**config.mk**
```make
export PLATFORM = sky130hd
export DESIGN_NAME = i2c_master_write_seq
export DESIGN_NICKNAME = d
export VERILOG_FILES = /design/src/rtl/i2c_pkg.sv /design/src/rtl/i2c_master_write_seq.sv
export SDC_FILE = /design/constraint.sdc
export NUM_CORES = 1
export LEC_CHECK = 0
export CORE_ASPECT_RATIO = 0.9
export CORE_UTILIZATION = 52
export DETAILED_ROUTE_END_ITERATION = 7
export PLACE_DENSITY_LB_ADDON = 0.3
export SLEW_MARGIN = 20
export SYNTH_ARGS = -nofsm -noshare
export SYNTH_HDL_FRONTEND = slang
export SYNTH_SLANG_ARGS = --single-unit
```
**constraint.sdc**
```tcl
create_clock -name clock -period 5.7 [get_ports clock]
set_input_delay 0.855 -clock clock [delete_from_list [all_inputs] [get_ports clock]]
set_output_delay 0.855 -clock clock [all_outputs]
set_load 0.1 [all_outputs]
```
**src/rtl/i2c_pkg.sv**
```systemverilog
// Shared definitions for the I2C write sequencer and the bit-level writer:
// 3-bit bit-writer command codes and the sequencer state encoding.
package i2c_pkg;

  localparam logic [2:0] BIT_CMD_IDLE   = 3'b000;
  localparam logic [2:0] BIT_CMD_START  = 3'b010;
  localparam logic [2:0] BIT_CMD_STOP   = 3'b011;
  localparam logic [2:0] BIT_CMD_DATA_0 = 3'b100;
  localparam logic [2:0] BIT_CMD_DATA_1 = 3'b101;

  typedef enum logic [2:0] {
    SEQ_IDLE  = 3'd0,
    SEQ_START = 3'd1,
    SEQ_DATA  = 3'd2,
    SEQ_ACK   = 3'd3,
    SEQ_STOP  = 3'd4
  } seq_state_t;

  // A data bit maps onto DATA_0/DATA_1 by its value in the LSB.
  function automatic logic [2:0] data_cmd(input logic bit_val);
    return {2'b10, bit_val};
  endfunction

endpackage

```
**src/rtl/i2c_master_write_seq.sv**
```systemverilog
// Byte-level I2C write sequencer: frames one byte (optional START/STOP) into
// bit-writer commands. Optional I2C_WRITE_SEQ_ACK_CHECK_EN: ACK slot drives nack.
module i2c_master_write_seq
  import i2c_pkg::*;
(
  input  logic       clock,
  input  logic       reset_n,
  // Request: accepted on any clock with req_valid && req_ready; req_ready is
  // high only in IDLE and the request fields are latched on that edge.
  input  logic       req_valid,
  output logic       req_ready,
  input  logic       req_start,
  input  logic       req_stop,
  input  logic [7:0] req_data,
  output logic       bit_go,
  output logic [2:0] bit_command,
  input  logic       bit_finish,
  input  logic       sda_in,
  output logic       busy,
  output logic       done,
  output logic       nack,
  output seq_state_t state_dbg
);

  seq_state_t state_q;
  logic [2:0] index_q;
  logic [7:0] data_q;
  logic       start_q;
  logic       stop_q;
  logic       go_q;
  logic [2:0] cmd_q;
  logic       done_q;
  logic       ack_to_stop;

`ifdef I2C_WRITE_SEQ_ACK_CHECK_EN
  logic nack_q;
  // A NACK forces STOP so the bus is released even for unframed bytes.
  assign ack_to_stop = stop_q | sda_in;
  assign nack        = nack_q;
  logic  unused_ok;
  assign unused_ok   = start_q;
`else
  assign ack_to_stop = stop_q;
  assign nack        = 1'b0;
  logic  unused_ok;
  assign unused_ok   = start_q ^ sda_in;
`endif

  always_ff @(posedge clock or negedge reset_n) begin
    if (!reset_n) begin
      state_q <= SEQ_IDLE;
      index_q <= 3'd7;
      data_q  <= 8'h00;
      start_q <= 1'b0;
      stop_q  <= 1'b0;
      go_q    <= 1'b0;
      cmd_q   <= BIT_CMD_IDLE;
      done_q  <= 1'b0;
`ifdef I2C_WRITE_SEQ_ACK_CHECK_EN
      nack_q  <= 1'b0;
`endif
    end else begin
      done_q <= 1'b0;
      case (state_q)
        SEQ_IDLE: begin
          if (req_valid) begin
            data_q  <= req_data;
            start_q <= req_start;
            stop_q  <= req_stop;
            index_q <= 3'd7;
            go_q    <= 1'b1;
`ifdef I2C_WRITE_SEQ_ACK_CHECK_EN
            nack_q  <= 1'b0;
`endif
            if (req_start) begin
              state_q <= SEQ_START;
              cmd_q   <= BIT_CMD_START;
            end else begin
              state_q <= SEQ_DATA;
              cmd_q   <= data_cmd(req_data[7]);
            end
          end
        end
        SEQ_START: begin
          if (bit_finish) begin
            state_q <= SEQ_DATA;
            index_q <= 3'd7;
            cmd_q   <= data_cmd(data_q[7]);
          end
        end
        SEQ_DATA: begin
          if (bit_finish) begin
            if (index_q != 3'd0) begin
              index_q <= index_q - 3'd1;
              cmd_q   <= data_cmd(data_q[index_q - 3'd1]);
            end else begin
              state_q <= SEQ_ACK;
              cmd_q   <= BIT_CMD_DATA_1;
            end
          end
        end
        SEQ_ACK: begin
          if (bit_finish) begin
`ifdef I2C_WRITE_SEQ_ACK_CHECK_EN
            nack_q <= sda_in;
`endif
            if (ack_to_stop) begin
              state_q <= SEQ_STOP;
              cmd_q   <= BIT_CMD_STOP;
            end else begin
              state_q <= SEQ_IDLE;
              index_q <= 3'd7;
              go_q    <= 1'b0;
              cmd_q   <= BIT_CMD_IDLE;
              done_q  <= 1'b1;
            end
          end
        end
        SEQ_STOP: begin
          if (bit_finish) begin
            state_q <= SEQ_IDLE;
            index_q <= 3'd7;
            go_q    <= 1'b0;
            cmd_q   <= BIT_CMD_IDLE;
            done_q  <= 1'b1;
          end
        end
        default: begin
          state_q <= SEQ_IDLE;
          index_q <= 3'd7;
          go_q    <= 1'b0;
          cmd_q   <= BIT_CMD_IDLE;
        end
      endcase
    end
  end

  assign req_ready   = (state_q == SEQ_IDLE);
  assign busy        = (state_q != SEQ_IDLE);
  assign bit_go      = go_q;
  assign bit_command = cmd_q;
  assign done        = done_q;
  assign state_dbg   = state_q;

endmodule

```
======== Word-level counts from Yosys, hierarchy flattened ========
Cells that the tools add are included.
operators by class
  reduce and logical (&&, ||, !) cells .... 10
  magnitude comparators ................... 1
  add/subtract/negate cells ............... 1
  equal/unequal tests ..................... 13
  mux-type cells .......................... 35
  bitwise gates (word level) .............. 1
operators with widths
  operator             number
  $mux 3               18
  $pmux 3 s5           2
  $ne 2x2->1 const B   8
  $pmux 3 s4           1
  $reduce_and 6->1     2
  $reduce_and 5->1     2
  $mux 1               9
  $eq 3x2->1 const B   2
  $reduce_bool 3->1    2
  $lt 3x4->1 const B   1
  $mux 2               2
  $pmux 1 s4           1
  $reduce_or 2->1      2
  $bmux 1 s3           1
  $eq 3x1->1 const B   1
  $eq 3x3->1 const B   1
  $logic_not 3->1      1
  $sub 3x1->3 const B  1
  $ne 2x1->1 const B   1
  $pmux 1 s2           1
  $reduce_and 2->1     1
  $not 1->1            1
word-level totals
  bits in registers ....................... 20
  input bits .............................. 15

======== Longest topological paths before layout ========
  depth after elaboration ................. 6
  depth in mapped cells ................... 6
  gate-level depth less buffers ........... 6

======== Worst setup path after synthesis ========
OpenSTA, ideal clock, no wires.
  path kind ............................... flip-flop to output port
  from .................................... reg state_q[2] (netlist: state_dbg[2])
  to ...................................... out busy
  path slack .............................. 367 ps
  stages on the path, launching flop included .. 4
  arrival time ............................ 4478 ps
  cell sequence ........................... dfrtp_1 -> buf_2 -> nor3_1 -> inv_1
between the ends
  longest elaborated chain between the ends .. 1
RTL lines
  element                 RTL line                     RTL
  start, declared         i2c_master_write_seq.sv:25   seq_state_t state_q;
  start signal, assigned  i2c_master_write_seq.sv:51   state_q <= SEQ_IDLE;
  start signal, assigned  i2c_master_write_seq.sv:76   state_q <= SEQ_START;
  start signal, assigned  i2c_master_write_seq.sv:79   state_q <= SEQ_DATA;
  $reduce_bool 3->1       i2c_master_write_seq.sv:139  assign busy = (state_q != SEQ_IDLE);
  end, declared           i2c_master_write_seq.sv:19   output logic busy,
Every way passes these cells.

======== Final worst setup path ========
  from .................................... reg state_q[1] (netlist: state_dbg[1])
  to ...................................... out req_ready
between the ends
  longest elaborated chain between the ends .. 1
RTL lines
  element          RTL line                     RTL
  $logic_not 3->1  i2c_master_write_seq.sv:138  assign req_ready = (state_q == SEQ_IDLE);
  end, declared    i2c_master_write_seq.sv:11   output logic req_ready,
Every way passes these cells.

==> impl_metrics.ini <==
[global_routing]
grt_pass1_wl_um = 3346
grt_pass1_vias = 743
grt_overflow = 0
grt_max_degree = 21
grt_util_all_layers_pct = 20.39
antenna_found_initial = 0

[floorplan]
die_area_um2 = 2248
pin_count = 26
initial_core_util_pct = 55.47
rows = 15
die_height_um = 45.08
core_area_um2 = 1933
die_x_um = 49.87

[synth]
synthDistinctLibCells = 35
synth_area_leaders = dfrtp_1 (40%), mux2_2 (11%), dfstp_2 (7.4%), mux2_4 (4.2%), mux4_2 (4.2%)
synth_top_area_share_pct = 39.67
synth_edf_count = 0
syn_avg_cell_area_um2 = 11.53
netlist_instances = 93
synth_area_um2 = 1072
syn_nets = 110
synth-main-ff-cell = dfrtp_1
async_reset_ff_share_pct = 100.0
synth-seq-cells = 20
yosysWarnings = 0
seq_area_frac_synth_pct = 47.02
synth_top_area_cell = dfrtp_1

[cells_and_area]
nNetsFinal = 133
final_core_util_pct = 70.42
antennaDiodeCount = 0
multiInputGateArea_um2 = 516.7
nFillCells = 146
regArea_um2 = 504.2
area_delta_synth_final_pct = 26.95
layout-drive-gt1-share_pct = 24.35
design_area_um2 = 1361

[clock_network]
clock-sinks = 20
cts_buffer_depth = 2
cts_resized = 0
cts.reportedPaths.clkPinSlew_ns = 0.11
insertion_delay_ns = 0.30
cts_buffers = 3
cts_root_buf = clkbuf_4
htree_levels = 1
cts_tree = done
cts_hold_buf = 0
post_cts_buffers = 0

[timing]
rsz0062_at_grt = false
skew_ns = 0.005152
hold_viol = 0
tightestPinTransition_ns = 0.9679
relSlewSlack_pct = 35.27
setup_viol = 0
finalCriticalPeriod_ns = 3.251
final_max_slew_viol_count = 0
fin_ws_ns = 2.449
period_share_pct = 57.04
setup_tns_ns = 0
max_freq_mhz = 307.6

[worst_setup_path]
r2r-end = index_q[1]
cp-start-kind = flip-flop
cp_cell_sequence = nor3_1 -> clkdlybuf4s50_1
cp_data_required_time_ns = 4.85
r2r-start = index_q[0]
reg2regPathDepth = 6
critPathMaxFanout = 16
cpPeakStageDelay_ns = 1.19
crit_type = flip-flop to primary output
critPathSlowestCell = clkdlybuf4s50_1
worstSetupEndpointType = primary output
critPathArrivalTime_ns = 2.40
r2r_slack_ns = 3.70

[run_status]
outcome = completed

[route]
vias_per_cell = 5.586
via_count = 782
first_pass_iters = 4
wl_per_cell_um = 14.10
drcViolationCount = 0
postRouteAntennaNets = 0
drt_iter0_drc = 12
detail_route.wirelength_um = 1974

[place]
io_buffers = 23
routabilityCongestion = 0.7832
place_ws_ns = 2.795
dpl.hpwl_um = 1462
dpl-instance-area_um2 = 1309

[min_path]
hp-start = bit_command[1]
hold_end = bit_command[1]
whs_path_depth = 1
holdCritPathClass = flip-flop to flip-flop

[job]
maxCapViolations = 0
state kept, by name (all words and copies together) (netlist names):
signal       count
done             1
state_dbg        3
data_q           8
bit_go           1
ack_to_stop      1
bit_command      3
index_q          3
per-layer routing:
layer	vias to the layer above	share of wire (%)	wire, µm	GRT usage [%]
met5	-	0	0	0
met3	2	3.1	62	5.051
met1	389	46	912	26.09
met4	0	0.61	12	5.714
li1	376	-	-	-
met2	15	50	985	34.86
cell families after synthesis:
kind of cell / count (synthesis) / synth area share (%)
compound gates: 17 / 12.84
fa+ha+maj: 2 / 2.333
buf+inv: 12 / 4.785
flops: 20 / 47.03
mux: 17 / 20.77
other cells: 1 / 0.3497
simple gates: 24 / 11.90
through the flow:
step | hold WS [ns] | instances
3_3_place_gp | 0.4598 | 136
6_report | 0.4880 | 140
3_5_place_dp | 0.4700 | 136
4_1_cts | 0.4950 | 140
2_1_floorplan | 0.4752 | 93
5_1_grt | 0.5279 | 140
worst max-delay path: cells and delay by family, from the launching register on:
kind | cells | cell delay (ns)
and+or+nand+nor | 1 | 0.31
buffers and inverters | 1 | 1.19
DFF | 1 | 0.59
synth_stat cells, types with 3 or more instances:
cell type   n
a21oi_1     4
mux2_4      3
nand2_1    10
inv_1       7
dfrtp_1    17
o21ai_0     3
mux2_2     10
dfstp_2     3
final cells by class:
type / instances / share of cell area [%]
Clock inverter: 1 / 2.206
Sequential cell: 20 / 37.04
Inverter: 7 / 1.930
Timing Repair Buffer: 23 / 16.91
Clock buffer: 3 / 1.654
Tap cell: 25 / 2.298
Multi-Input combinational cell: 61 / 37.96
cell usage in the layout, fill, tap and decap left out, types with 2 or more instances in the layout:
cell,count
a31oi_1,2
mux2_4,3
nor3_1,2
dfrtp_1,17
a21o_1,2
a21oi_1,4
mux2_2,10
clkdlybuf4s50_1,23
mux4_2,2
clkbuf_4,3
nor2_1,2
o21ai_0,3
mux2i_1,2
nand2_1,10
ha_1,2
inv_1,7
dfstp_2,3
how the worst max path moves through the flow:
stage	from	endpoint	cells past startpoint
finish	state_dbg[1]	req_ready	2
global route	state_dbg[1]	req_ready	2
CTS	state_dbg[1]	req_ready	2
detailed placement	state_dbg[1]	req_ready	2
global placement	state_dbg[1]	req_ready	2
floorplan	state_dbg[2]	busy	3
Power is left out: the tool's default activity adds up to more than one toggle a clock period on the data nets, which glitch-free logic cannot reach.
==> RTL edit (same flow settings) <==
Register the output `state_dbg` once more, without a reset; this adds one clock of latency there. The other outputs are not delayed to match.
--- a/src/rtl/i2c_master_write_seq.sv
+++ b/src/rtl/i2c_master_write_seq.sv
@@ -141,5 +141,7 @@
   assign bit_command = cmd_q;
   assign done        = done_q;
-  assign state_dbg   = state_q;
+  always_ff @(posedge clock) begin
+    state_dbg <= state_q;
+  end
 
 endmodule
Formal check against the unedited RTL: not equivalent (Yosys sat finds a counterexample within 4 cycles, from zero or initial values and one cycle with reset_n low).
==> RTL edit against the original RTL <==
Maximum frequency shrank 2.4%. Area after synthesis rose by 7.9%. Final cell count is 2.9% higher. Setup slack got worse by 80 ps. Sequential share of layout area increased by 3.1 points. Clock skew is 2.4 ps lower. Routed wire length grew 16%. Synthesized cell count is 4.3% higher. Final area up 3.3%. Sequential cell count up 3.
==> RTL edit: results (changes against the original RTL) <==
* Status: completed
* Register area share after synthesis at 48.8% (+1.7 points)
* Clock skew after layout at 2.71 ps (-2.44 ps)
* List of most frequent post-synthesis cells: sky130_fd_sc_hd__dfrtp_1 (17), sky130_fd_sc_hd__mux2_2 (13), sky130_fd_sc_hd__a21oi_1 (5), sky130_fd_sc_hd__inv_1 (5), sky130_fd_sc_hd__nand2_1 (5)
* Worst hold margin at 522 ps (+34.1 ps)
* Routability-driven placement congestion ratio at 0.866 (+11%)
* HPWL after DPL at 1670 um (+14%)
* Proportion of register bits with asynchronous set or reset after synthesis at 87.0% (-13 points)
* First-pass iteration count of the detailed router at 5 (+1)
* Arrival time reported for the critical path endpoint at 2480 ps (+80 ps)
* Count of nets after finishing at 137 (+3.0%)
* Avg WL per Cell at 15.9 um (+13%)
* Number of standard cells after synthesis at 97 (+4.3%)
* Fraction of layout instances using a drive strength above 1 at 24.4% (about the same)
* Reg clk slew, reported paths at 130 ps (+20 ps)
* Path class of the lowest-slack min-delay path: reg -> reg
* Leading cell types by total area after synthesis: sky130_fd_sc_hd__dfrtp_1 (37%), sky130_fd_sc_hd__mux2_2 (13%), sky130_fd_sc_hd__dfstp_2 (6.8%)
* Count of distinct cell types in the synthesized netlist at 37 (+5.7%)
* Via count of the routed design at 828 (+5.9%)
* Total routed wirelength at 2290 um (+16%)
* Slowest CP cell: sky130_fd_sc_hd__clkdlybuf4s50_1
* Mapped Nets at 114 (+3.6%)
* Maximum number of pins on one net before global-route repair at 21 (unchanged)
* Global router's overall resource usage at 22.8% (+2.4 points)
* Via count of the first global-routing pass at 793 (+6.7%)
* Setup slack at placement at 2730 ps (-65.1 ps)
* Worst-Margin Slew at 981 ps (+13.3 ps)
* Count of fill cells added during filler insertion at 151 (+3.4%)
* First-pass GRT wire length at 3920 um (+17%)
RTL edit: cell count changes after synthesis, moves of 3 or more:
cell | unedited run | this run
sky130_fd_sc_hd__nand2_1 | 10 | 5
sky130_fd_sc_hd__dfxtp_1 | 0 | 3
sky130_fd_sc_hd__mux2_2 | 10 | 13
sky130_fd_sc_hd__mux2_4 | 3 | 0
RTL edit: logic make-up after synthesis:
logic type / share of synthesized area, %
DFF: 48.8
adders and majority gates: 2.16
and+or+nand+nor: 13.5
muxes: 19.2
other: 0.324
AOI/OAI and AO/OA: 11.0
buffers and inverters: 4.97
RTL edit: layer usage:
metal	part of all wire (%)	vias up	GRT usage, %	routed length [um]
met2	48	25	34.5	1110
met1	47	404	34.0	1070
met4	2.0	0	10.3	46
met3	3.1	6	1.94	71
li1	-	393	-	-
met5	0	-	0	0
RTL edit: final cells by class:
cell class	count	area (um^2)	share of cell area (%)
clock buffers	4	26.3	1.87
inverters	5	18.8	1.33
multi-input cells	64	536	38.1
flip-flops and latches	23	564	40.1
well taps	25	31.3	2.22
repair buffers	23	230	16.4
RTL edit: metrics by stage:
stage                     cell area, um^2  utilization, %
final                                1410            70.0
after floorplan                      1160               -
after detailed placement             1380            68.7
after CTS                            1410            70.0
after global routing                 1410            70.0
after global placement               1380            68.7
RTL edit: final timing paths:
| kind | from | endpoint | slack (ps) | cells past startpoint |
|---|---|---|---|---|
| max in group asynchronous | reset_n | data_q[3] | 4120 | 1 |
| hold / removal | data_q[1] | data_q[1] | 520 | 1 |
| setup reg to reg | index_q[0] | index_q[0] | 3650 | 7 |
| setup / recovery | state_q[2] | req_ready | 2370 | 2 |
| min in group asynchronous | reset_n | state_q[0] | 1030 | 1 |
| hold reg to reg | data_q[1] | data_q[1] | 520 | 1 |
RTL edit: critical path, delay by kind of cell, from the launching register on:
family	cells	cell delay, ps
buffers and inverters	1	1190
DFF	1	600
and+or+nand+nor	1	370
RTL edit: power breakdown:
| part | switching [mW] | internal [mW] | leakage, nW |
|---|---|---|---|
| Sequential | 0.0671 | 0.240 | 0.261 |
| Clock | 0.0489 | 0.0273 | 0.0150 |
| Combinational | 0.338 | 0.208 | 0.317 |
